`config.mk`:
```
export PLATFORM = sky130hd
export DESIGN_NAME = joy_sega6_reader
export DESIGN_NICKNAME = d
export VERILOG_FILES = /design/src/rtl/joy_sega6_reader.sv
export SDC_FILE = /design/constraint.sdc
export NUM_CORES = 1
export LEC_CHECK = 0
export ABC_CLOCK_PERIOD_IN_PS = 2800
export CORE_ASPECT_RATIO = 0.6
export CORE_MARGIN = 2
export CORE_UTILIZATION = 45
export DETAILED_ROUTE_END_ITERATION = 6
export PLACE_DENSITY = 0.76
export SLEW_MARGIN = 20
export SYNTH_ARGS = -nofsm -noshare
export SYNTH_HDL_FRONTEND = slang
export SYNTH_SLANG_ARGS = --single-unit
export TNS_END_PERCENT = 50
```
`constraint.sdc`:
```
create_clock -name clk_sys -period 2.8 [get_ports clk_sys]
set_input_delay 0.56 -clock clk_sys [delete_from_list [all_inputs] [get_ports clk_sys]]
set_output_delay 0.56 -clock clk_sys [all_outputs]
set_load 0.02 [all_outputs]
```
`src/rtl/joy_sega6_reader.sv`:
```
`default_nettype none
// ============================================================================
// Module  : joy_sega6_reader
// Brief   : Dual DB9 pad scanner (SMS / MD 3-button / MD 6-button) driven by
//           hsync ticks; publishes active-high MXYZ SACB RLDU words per port.
// Revision: 1.0
// ============================================================================
module joy_sega6_reader #(
    parameter int CYCLE_LEN   = 256,
    parameter int SYNC_STAGES = 2
) (
    input  logic        clk_sys,
    input  logic        reset,
    input  logic        hs_i,
    input  logic [5:0]  joy1_pins_i,
    input  logic [5:0]  joy2_pins_i,
    output logic        joyX_p7_o,
    output logic [11:0] joy1_o,
    output logic [11:0] joy2_o,
    output logic        six1_o,
    output logic        six2_o,
    output logic        scan_done_o
);

    localparam int                c_PH_W = $clog2(CYCLE_LEN);
    localparam logic [c_PH_W-1:0] c_LAST = c_PH_W'(CYCLE_LEN - 1);
    localparam logic [c_PH_W-1:0] c_PH2  = c_PH_W'(2);
    localparam logic [c_PH_W-1:0] c_PH3  = c_PH_W'(3);
    localparam logic [c_PH_W-1:0] c_PH5  = c_PH_W'(5);
    localparam logic [c_PH_W-1:0] c_PH6  = c_PH_W'(6);
    localparam logic [c_PH_W-1:0] c_PH7  = c_PH_W'(7);

    logic [SYNC_STAGES-1:0][11:0] r_pad_sync;
    logic [SYNC_STAGES-1:0]       r_hs_sync;
    logic                         r_hs_prev;
    logic                         r_tick;
    logic                         w_hs_s;
    logic [11:0]                  w_pads;

    assign w_hs_s = r_hs_sync[SYNC_STAGES-1];
    assign w_pads = r_pad_sync[SYNC_STAGES-1];

    // hs chain resets low so a high hs_i after reset is a rise, never a false tick
    always_ff @(posedge clk_sys) begin
        if (reset) begin
            r_pad_sync <= '1;
            r_hs_sync  <= '0;
            r_hs_prev  <= 1'b0;
            r_tick     <= 1'b0;
        end else begin
            r_pad_sync <= {r_pad_sync[SYNC_STAGES-2:0], joy2_pins_i, joy1_pins_i};
            r_hs_sync  <= {r_hs_sync[SYNC_STAGES-2:0], hs_i};
            r_hs_prev  <= w_hs_s;
            r_tick     <= r_hs_prev & ~w_hs_s;
        end
    end

    logic [c_PH_W-1:0] r_phase;
    logic              r_p7;
    logic              r_done;
    logic              w_in_seq;

    assign w_in_seq = (r_phase <= c_PH7);

    // Phases 0..7 toggle P7 starting low; everything afterwards parks it high
    always_ff @(posedge clk_sys) begin
        if (reset) begin
            r_phase <= '0;
            r_p7    <= 1'b1;
            r_done  <= 1'b0;
        end else begin
            r_done <= 1'b0;
            if (r_tick) begin
                r_phase <= (r_phase == c_LAST) ? '0 : r_phase + c_PH_W'(1);
                r_p7    <= w_in_seq ? r_phase[0] : 1'b1;
                r_done  <= (r_phase == c_PH7);
            end
        end
    end

    logic [1:0][11:0] w_joy;
    logic [1:0]       w_six;

    for (genvar p = 0; p < 2; p++) begin : g_port
        logic [5:0]  w_pins;
        logic [11:0] r_scratch;
        logic        r_six;
        logic [11:0] r_joy;
        logic        r_six_out;

        assign w_pins = w_pads[p*6 +: 6];

        always_ff @(posedge clk_sys) begin
            if (reset) begin
                r_scratch <= 12'hFFF;
                r_six     <= 1'b0;
                r_joy     <= '0;
                r_six_out <= 1'b0;
            end else if (r_tick) begin
                case (r_phase)
                    c_PH2: begin
                        r_scratch[5:0]  <= w_pins;
                        r_scratch[11:6] <= 6'h3F;
                        r_six           <= 1'b0;
                    end
                    // Right+Left both low while P7 is low only happens on a Mega Drive pad
                    c_PH3: begin
                        if (w_pins[3:2] == 2'b00)
                            r_scratch[7:6] <= w_pins[5:4];
                        else
                            r_scratch[7:4] <= {2'b11, w_pins[5:4]};
                    end
                    c_PH5: begin
                        if (w_pins[3:0] == 4'b0000)
                            r_six <= 1'b1;
                    end
                    c_PH6: begin
                        if (r_six)
                            r_scratch[11:8] <= w_pins[3:0];
                    end
                    c_PH7: begin
                        r_joy     <= ~r_scratch;
                        r_six_out <= r_six;
                    end
                    default: ;
                endcase
            end
        end

        assign w_joy[p] = r_joy;
        assign w_six[p] = r_six_out;
    end

    assign joyX_p7_o   = r_p7;
    assign joy1_o      = w_joy[0];
    assign joy2_o      = w_joy[1];
    assign six1_o      = w_six[0];
    assign six2_o      = w_six[1];
    assign scan_done_o = r_done;

endmodule
`default_nettype wire
```
# ---- Yosys cells after proc, flatten, opt, wreduce, memory -nomap -nowiden
# Cells that the tools add are included.
dict set report word_totals {
  ff_bits 90
  latch_bits 0
  mem_bits_rw 0
  rom_bits 0
  input_bits 15
  out_inout_bits 28
  wordCells 74
  memories 0
}
dict set report op_classes {
  add_sub_neg 1
  n_mul 0
  div_mod_pow 0
  order_cmp 1
  n_eq_ne 12
  shift 0
  n_mux 16
  bitwise 5
  reduce_logical 17
}
# operator n
set ops {}
lappend ops {{case mux 4 bit (2 select lines)} 4}
lappend ops {{== test 8 x 3 -> 1 bit, second input constant} 3}
lappend ops {{NOT 12 bit} 2}
lappend ops {{AND reduction 3 bit} 6}
lappend ops {{== test 8 x 2 -> 1 bit, second input constant} 2}
lappend ops {{!= test 2 bit, second input constant} 6}
lappend ops {{adder 8 x 1 -> 8 bit, second input constant} 1}
lappend ops {{== test 8 bit, second input constant} 1}
lappend ops {{less-or-equal comparator 8 x 3 -> 1 bit, second input constant} 1}
lappend ops {{logical NOT 4 bit} 2}
lappend ops {{2-to-1 mux 2 bit} 4}
lappend ops {{2-to-1 mux 4 bit} 2}
lappend ops {{2-to-1 mux 8 bit} 1}
lappend ops {{AND reduction 2 bit} 3}
lappend ops {{nonzero test 2 bit} 3}
lappend ops {{logical NOT 2 bit} 2}
lappend ops {{case mux 1 bit (2 select lines)} 2}
lappend ops {{2-to-1 mux 1 bit} 3}
lappend ops {{NOT 1 bit} 2}
lappend ops {{OR reduction 2 bit} 1}
lappend ops {{AND 1 bit} 1}

# ---- Logic depth before layout (Yosys ltp)
# Gate-level depths: netlist of run 1.
dict set report logic_depth {
  word_depth 3
  ltp_mapped 6
  depth_no_buf 5
}

# ---- Least setup slack after synthesis of run 1
# No wires, ideal clock.
dict set report synth_timing {
  path_type {register to register}
  start {register r_phase[0]}
  end {register g_port[0].r_joy[10], in the netlist joy1_o[10]}
  setup_time_ns 0.121
  arrival_ns 1.827
  t_required_ns 2.679
  slack_ns 0.852
  path_stages_with_launch 7
  path_buffers 2
  synth_period_minus_slack_ns 1.948
  path_cell_list {dfxtp_1 ha_1 nand3_1 or3_1 buf_6 buf_6 mux2_4}
}
dict set report synth_via {
  elab_chain_cells 2
}
# element line_no
set synth_lines {}
lappend synth_lines {{start: declaration} 58} ;# logic [c_PH_W-1:0] r_phase;
lappend synth_lines {{start signal: assignment} 74} ;# r_phase <= (r_phase == c_LAST) ? '0 : r_phase + c_PH_W'(1);
lappend synth_lines {{== test 8 x 3 -> 1 bit} 100} ;# case (r_phase)
lappend synth_lines {{AND reduction 2 bit (no source line)} n/a}
lappend synth_lines {{end signal: assignment} 122} ;# r_joy <= ~r_scratch;
lappend synth_lines {{end: declaration} 88} ;# logic [11:0] r_joy;
# No other way between the ends.
# A chain may end at the register's enable or synchronous reset.

# ---- Final worst setup path of run 1
dict set report layout_timing {
  start {register r_phase[4]}
  end {register g_port[0].r_joy[8], in the netlist joy1_o[8]}
}
# Same word-level chain as after synthesis.

==> results.toml, run 1 <==
[cts]
root_buffer = "clkbuf_16"
post_cts_resized = 0
clock_insertion_delay_worst_skew_ns = 0.34
path_clk_slew_ns = 0.06
postCtsSetupBuffers = 0
numClockSinks = 90
cts_max_path_buffers = 2
hold_buffers = 0
cts_tree = "built"
numCtsBuffers = 9
cts_max_level = 3

[global_routing]
grt_antenna_before_repair = 0
grt_pass1_wl_um = 11500
grt_max_degree = 54
grt_remaining_overflow = 0
grt_use_total_pct = 17.5
grt_pass1_vias = 2312

[sta]
setup_viol = 0
setup_tns_ns = 0
final.min_clock_period_ns = 2.33
relSlewSlack_pct = 43.2
fin_worst_skew_ns = 0.00514
rsz0062_at_grt = "false"
hold_viol = 0
max_slew.worst_pin.slew_ns = 0.851
slew_violations = 0
whs_ns = 0.408
max_freq_ghz = 0.429
fin_crit_sh_pct = 83.2

[power_and_ir_drop]
p_total_mw = 2.50
pwr_density_cell_nw_per_um2 = 586
vdd_drop_max_mv = 0.344
p_leak_nw = 1.57

[synthesis]
yosysMostFrequentCell = "dfxtp_1"
synth_top_cell_area_share_pct = 51.8
syn_area_per_cell_um2 = 10.3
synthDistinctLibCells = 42
ys_ff_latch = 90
yosysTopAreaCell = "dfxtp_1"
synth_edf_count = 0
synthFlopType = "dfxtp_1"
ys_async_sr_fraction_pct = 0
yosysSeqAreaShare_pct = 51.8
yosys-top-cells-count = "90 x dfxtp_1, 33 x nor2_1, 28 x nor2b_1, 24 x or2_2, 19 x nand3_1"
netlist_top_cells_area = "dfxtp_1 52%, mux2_2 5.8%, nor2b_1 5.0%"
syn_inst = 339
synth_warnings = 0
syn_nets = 357
synth_area_um2 = 3480

[die]
die_h_um = 72.1
ios = 43
core-area_um2 = 7390
initial_core_util_pct = 47.1
placementRows = 24
die_w_um = 118
dieArea_um2 = 8470

[final_layout]
fin_nets = 394
insertedDiodeCount = 0
nFillCells = 695
area_growth_pct = 22.7
layout-drive-gt1-share_pct = 20.5

[min_path]
hold-path-cell-count = 1
hp-class = "register to register"

[worst_setup_path]
crit_arrival_ns = 2.55
cp-start-kind = "register"
worst_ep_required_time_ns = 3.02
crit_fanout = 23
crit_type = "register to register"
end_kind = "register"
reg2reg_depth = 3

[route]
avgRoutedWirePerCell_um = 14.2
drtIter0Drc = 156
via_count = 2503
wirelength_um = 6870
drcViolationCount = 0
drt-vias-per-instance = 5.16
first_pass_iters = 4
ant_nets = 0

[run_status]
status = "completed"

[placed_design]
port_buffers = 42
hpwlAfterDp_um = 4740
routabilityCongestion = 0.856

[job]
cap_violations = 0
-- power by group --
part	internal [mW]	switching [mW]
Combinational	0.0365	0.0297
Clock	0.671	0.452
Sequential	1.30	0.0126
-- cell usage in the layout (no fill, tap or decap), types with 8 or more instances in the layout --
| cell | count |
|---|---|
| dfxtp_1 | 90 |
| clkdlybuf4s50_1 | 41 |
| nor2_1 | 33 |
| nor2b_1 | 28 |
| or2_2 | 24 |
| nand3_1 | 19 |
| mux2_2 | 18 |
| o21ai_0 | 13 |
| clkbuf_16 | 9 |
| a2bb2oi_1 | 8 |
| mux2i_1 | 8 |
-- worst max-delay path, stage by stage (launching register included) --
cell,delay [ns]
dfxtp_1,0.37
or4_4,0.69
or3_1,0.72
mux2_4,0.42
-- stage by stage --
| stage | setup WS [ns] | utilization [%] | instances | instance area [µm²] |
|---|---|---|---|---|
| after CTS | 0.442 | 57.8 | 485 | 4270 |
| after global placement | 0.511 | 53.9 | 469 | 3980 |
| final | 0.471 | 57.8 | 485 | 4270 |
| after detailed placement | 0.453 | 53.9 | 469 | 3980 |
| after global routing | 0.353 | 57.8 | 485 | 4270 |
| after floorplan | 0.852 | - | 339 | 3480 |
-- sequential cells by signal, summed over array words and instances, names as in the netlist --
register / count
w_pads: 12
r_phase: 8
g_port.r_scratch: 24
six1_o: 1
r_tick: 1
scan_done_o: 1
r_hs_sync: 2
r_pad_sync: 12
g_port.r_six: 2
joy2_o: 12
six2_o: 1
joy1_o: 12
r_hs_prev: 1
joyX_p7_o: 1
-- kinds of logic (layout without fill, tap and decap cells) --
group | Yosys count | count (layout) | synth area share (%)
fa+ha+maj | 3 | 3 | 1.08
xor+xnor | 3 | 3 | 0.756
compound gates | 34 | 34 | 6.55
mux | 33 | 33 | 11.2
flops | 90 | 90 | 51.8
simple gates | 150 | 150 | 25.4
buf+inv | 26 | 68 | 3.27
-- layer usage --
metal | track usage [%] | routed length (µm)
met5 | 0 | 0
met4 | 5.62 | 86
met3 | 6.53 | 509
met2 | 25.8 | 2850
met1 | 23.9 | 3430
-- final timing paths --
check | from | end | slack [ns]
min reg2reg | r_pad_sync[4] | w_pads[4] | 0.41
max | r_phase[4] | joy1_o[8] | 0.47
max reg2reg | r_phase[4] | joy1_o[8] | 0.47
min | r_pad_sync[4] | w_pads[4] | 0.41
-- cell type report --
cell class	instances	area (µm²)	area share [%]
timing repair buffer	48	473	11.1
clock inverter	2	10.0	0.235
multi-input combinational	223	1560	36.6
inverter	4	15.0	0.352
sequential	90	1800	42.2
tap	104	130	3.05
clock buffer	14	274	6.42
(Power assumes the default switching activity.)
==> run 2, diff against run 1 <==
ABC_CLOCK_PERIOD_IN_PS = 2200   (was 2800)
clock period = 2.2 ns   (was 2.8 ns; I/O delays follow)
==> run 2 against run 1 <==
Net effect: critical path depth up 2; total power up 35%; sequential power up 27%; clock power up 46%; highest routed layer unchanged.
==> results.toml, run 2 (synthesis gave the netlist of run 1 again) <==
[run_status]
status = "completed"

[placed_design]
hpwlAfterDp_um = 4680
dp.cells = 473
routabilityCongestion = 0.855
dpl_worst_slack_ns = 0.198
port_buffers = 42

[worst_setup_path]
worst_ep_required_time_ns = 2.42
reg2reg_depth = 5
reg2reg_to = "joy1_o[3]"
cp-start-kind = "register"
end_kind = "register"
r2r_start = "r_phase[0]"
crit_arrival_ns = 2.24
crit_type = "register to register"
ff2ff_setup_slack_ns = 0.18
crit_fanout = 9

[sta]
fin_worst_skew_ns = 0.00820
setup_viol = 0
slew_violations = 0
fin_ws_ns = 0.184
max_freq_ghz = 0.496
fin_crit_sh_pct = 91.6
hold_viol = 0
final.min_clock_period_ns = 2.02
rsz0062_at_grt = "false"
max_slew.worst_pin.slew_ns = 0.496
relSlewSlack_pct = 66.8
setup_tns_ns = 0

[die]
die_h_um = 72.1
core-area_um2 = 7390
die_w_um = 118
ios = 43
placementRows = 24
initial_core_util_pct = 47.1
dieArea_um2 = 8470

[final_layout]
largest_reg_flops = 24
largest_register = "g_port.r_scratch"
area_growth_pct = 24.8
insertedDiodeCount = 0
stdcell_count = 489
layout-drive-gt1-share_pct = 21.8
layout_commonest_cell = "dfxtp_1"
fin_nets = 398
final_cell_mix = "90 x dfxtp_1, 41 x clkdlybuf4s50_1, 33 x nor2_1, 28 x nor2b_1, 24 x or2_2"

[cts]
clock_insertion_delay_worst_skew_ns = 0.34
post_cts_resized = 0
path_clk_slew_ns = 0.06
cts_tree = "built"
postCtsSetupBuffers = 0
root_buffer = "clkbuf_16"
numCtsBuffers = 9
hold_buffers = 0
numClockSinks = 90
cts_max_path_buffers = 2
cts_max_level = 3

[route]
via_count = 2515
avgRoutedWirePerCell_um = 13.9
drcViolationCount = 0
wirelength_um = 6790
drt-vias-per-instance = 5.14
ant_nets = 0
first_pass_iters = 4
drtIter0Drc = 268

[global_routing]
grt_max_degree = 75
grt_pass1_wl_um = 11200
grt_pass1_vias = 2278
grt_antenna_before_repair = 0
busiest_layer = "met2"
grt_use_total_pct = 17.0
gr-usage-met2_pct = 25.0
met1_usage_pct = 22.9
grt_remaining_overflow = 0
met3_usage_pct = 7.00

[power_and_ir_drop]
pwr_density_cell_nw_per_um2 = 780
vdd_drop_max_mv = 0.453
p_leak_nw = 1.61

[min_path]
min_to = "w_pads[4]"
hold-path-cell-count = 1
hp-class = "register to register"
hp-start = "r_pad_sync[4]"

[job]
cap_violations = 0
[run 2: cell count changes in the layout (fill, tap and decap cells not counted)]
cell,before,now
bufinv_16,0,2
clkbuf_8,3,1
buf_4,5,9
clkinv_2,2,1
clkinvlp_4,0,1
clkbuf_1,2,0
clkinv_4,0,2
[run 2: area by class of cell]
class	count	area, µm²
well taps	104	130
inverters	4	15.0
clock buffers	10	239
flip-flops and latches	90	1800
fillers	635	3050
repair buffers	52	503
multi-input cells	223	1560
clock inverters	6	90.1
[run 2: critical path, cell delays in order (launching register included)]
cell and delay, ns:
dfxtp_1 0.42, ha_1 0.27, nand3_1 0.18, buf_4 0.20
nor3_4 0.43, mux2_2 0.39
[run 2: metal layers]
| metal | wire length (µm) | part of all wire, % |
|---|---|---|
| met3 | 514 | 7.6 |
| met5 | 0 | 0 |
| met4 | 75 | 1.1 |
| met1 | 3360 | 49 |
| met2 | 2840 | 42 |
[run 2: worst max path at each step]
stage | start | endpoint | slack, ns | cells past startpoint
final | r_phase[0] | joy1_o[3] | 0.18 | 5
after global routing | r_phase[0] | joy2_o[0] | 0.08 | 5
after CTS | r_phase[0] | joy1_o[3] | 0.20 | 5
after detailed placement | r_phase[0] | joy2_o[3] | 0.20 | 5
after global placement | r_phase[4] | joy1_o[10] | 0.23 | 4
after floorplan | r_phase[0] | joy1_o[10] | 0.25 | 6
[run 2: report_power, final]
part / internal [mW] / switching (mW) / total, mW
Sequential: 1.65 / 0.0147 / 1.67
Combinational: 0.0458 / 0.0389 / 0.0846
Clock: 1.03 / 0.608 / 1.63
[run 2: metrics by stage]
| step | utilization [%] | area [µm²] | total power [mW] | hold slack [ns] |
|---|---|---|---|---|
| 3_5_place_dp | 54.3 | 4010 | 1.79 | 0.393 |
| 3_3_place_gp | 54.3 | 4010 | 1.79 | 0.395 |
| 2_1_floorplan | - | 3480 | 1.75 | 0.388 |
| 6_report | 58.8 | 4340 | 3.39 | 0.408 |
| 4_1_cts | 58.8 | 4340 | 3.44 | 0.408 |
| 5_1_grt | 58.8 | 4340 | 3.52 | 0.422 |
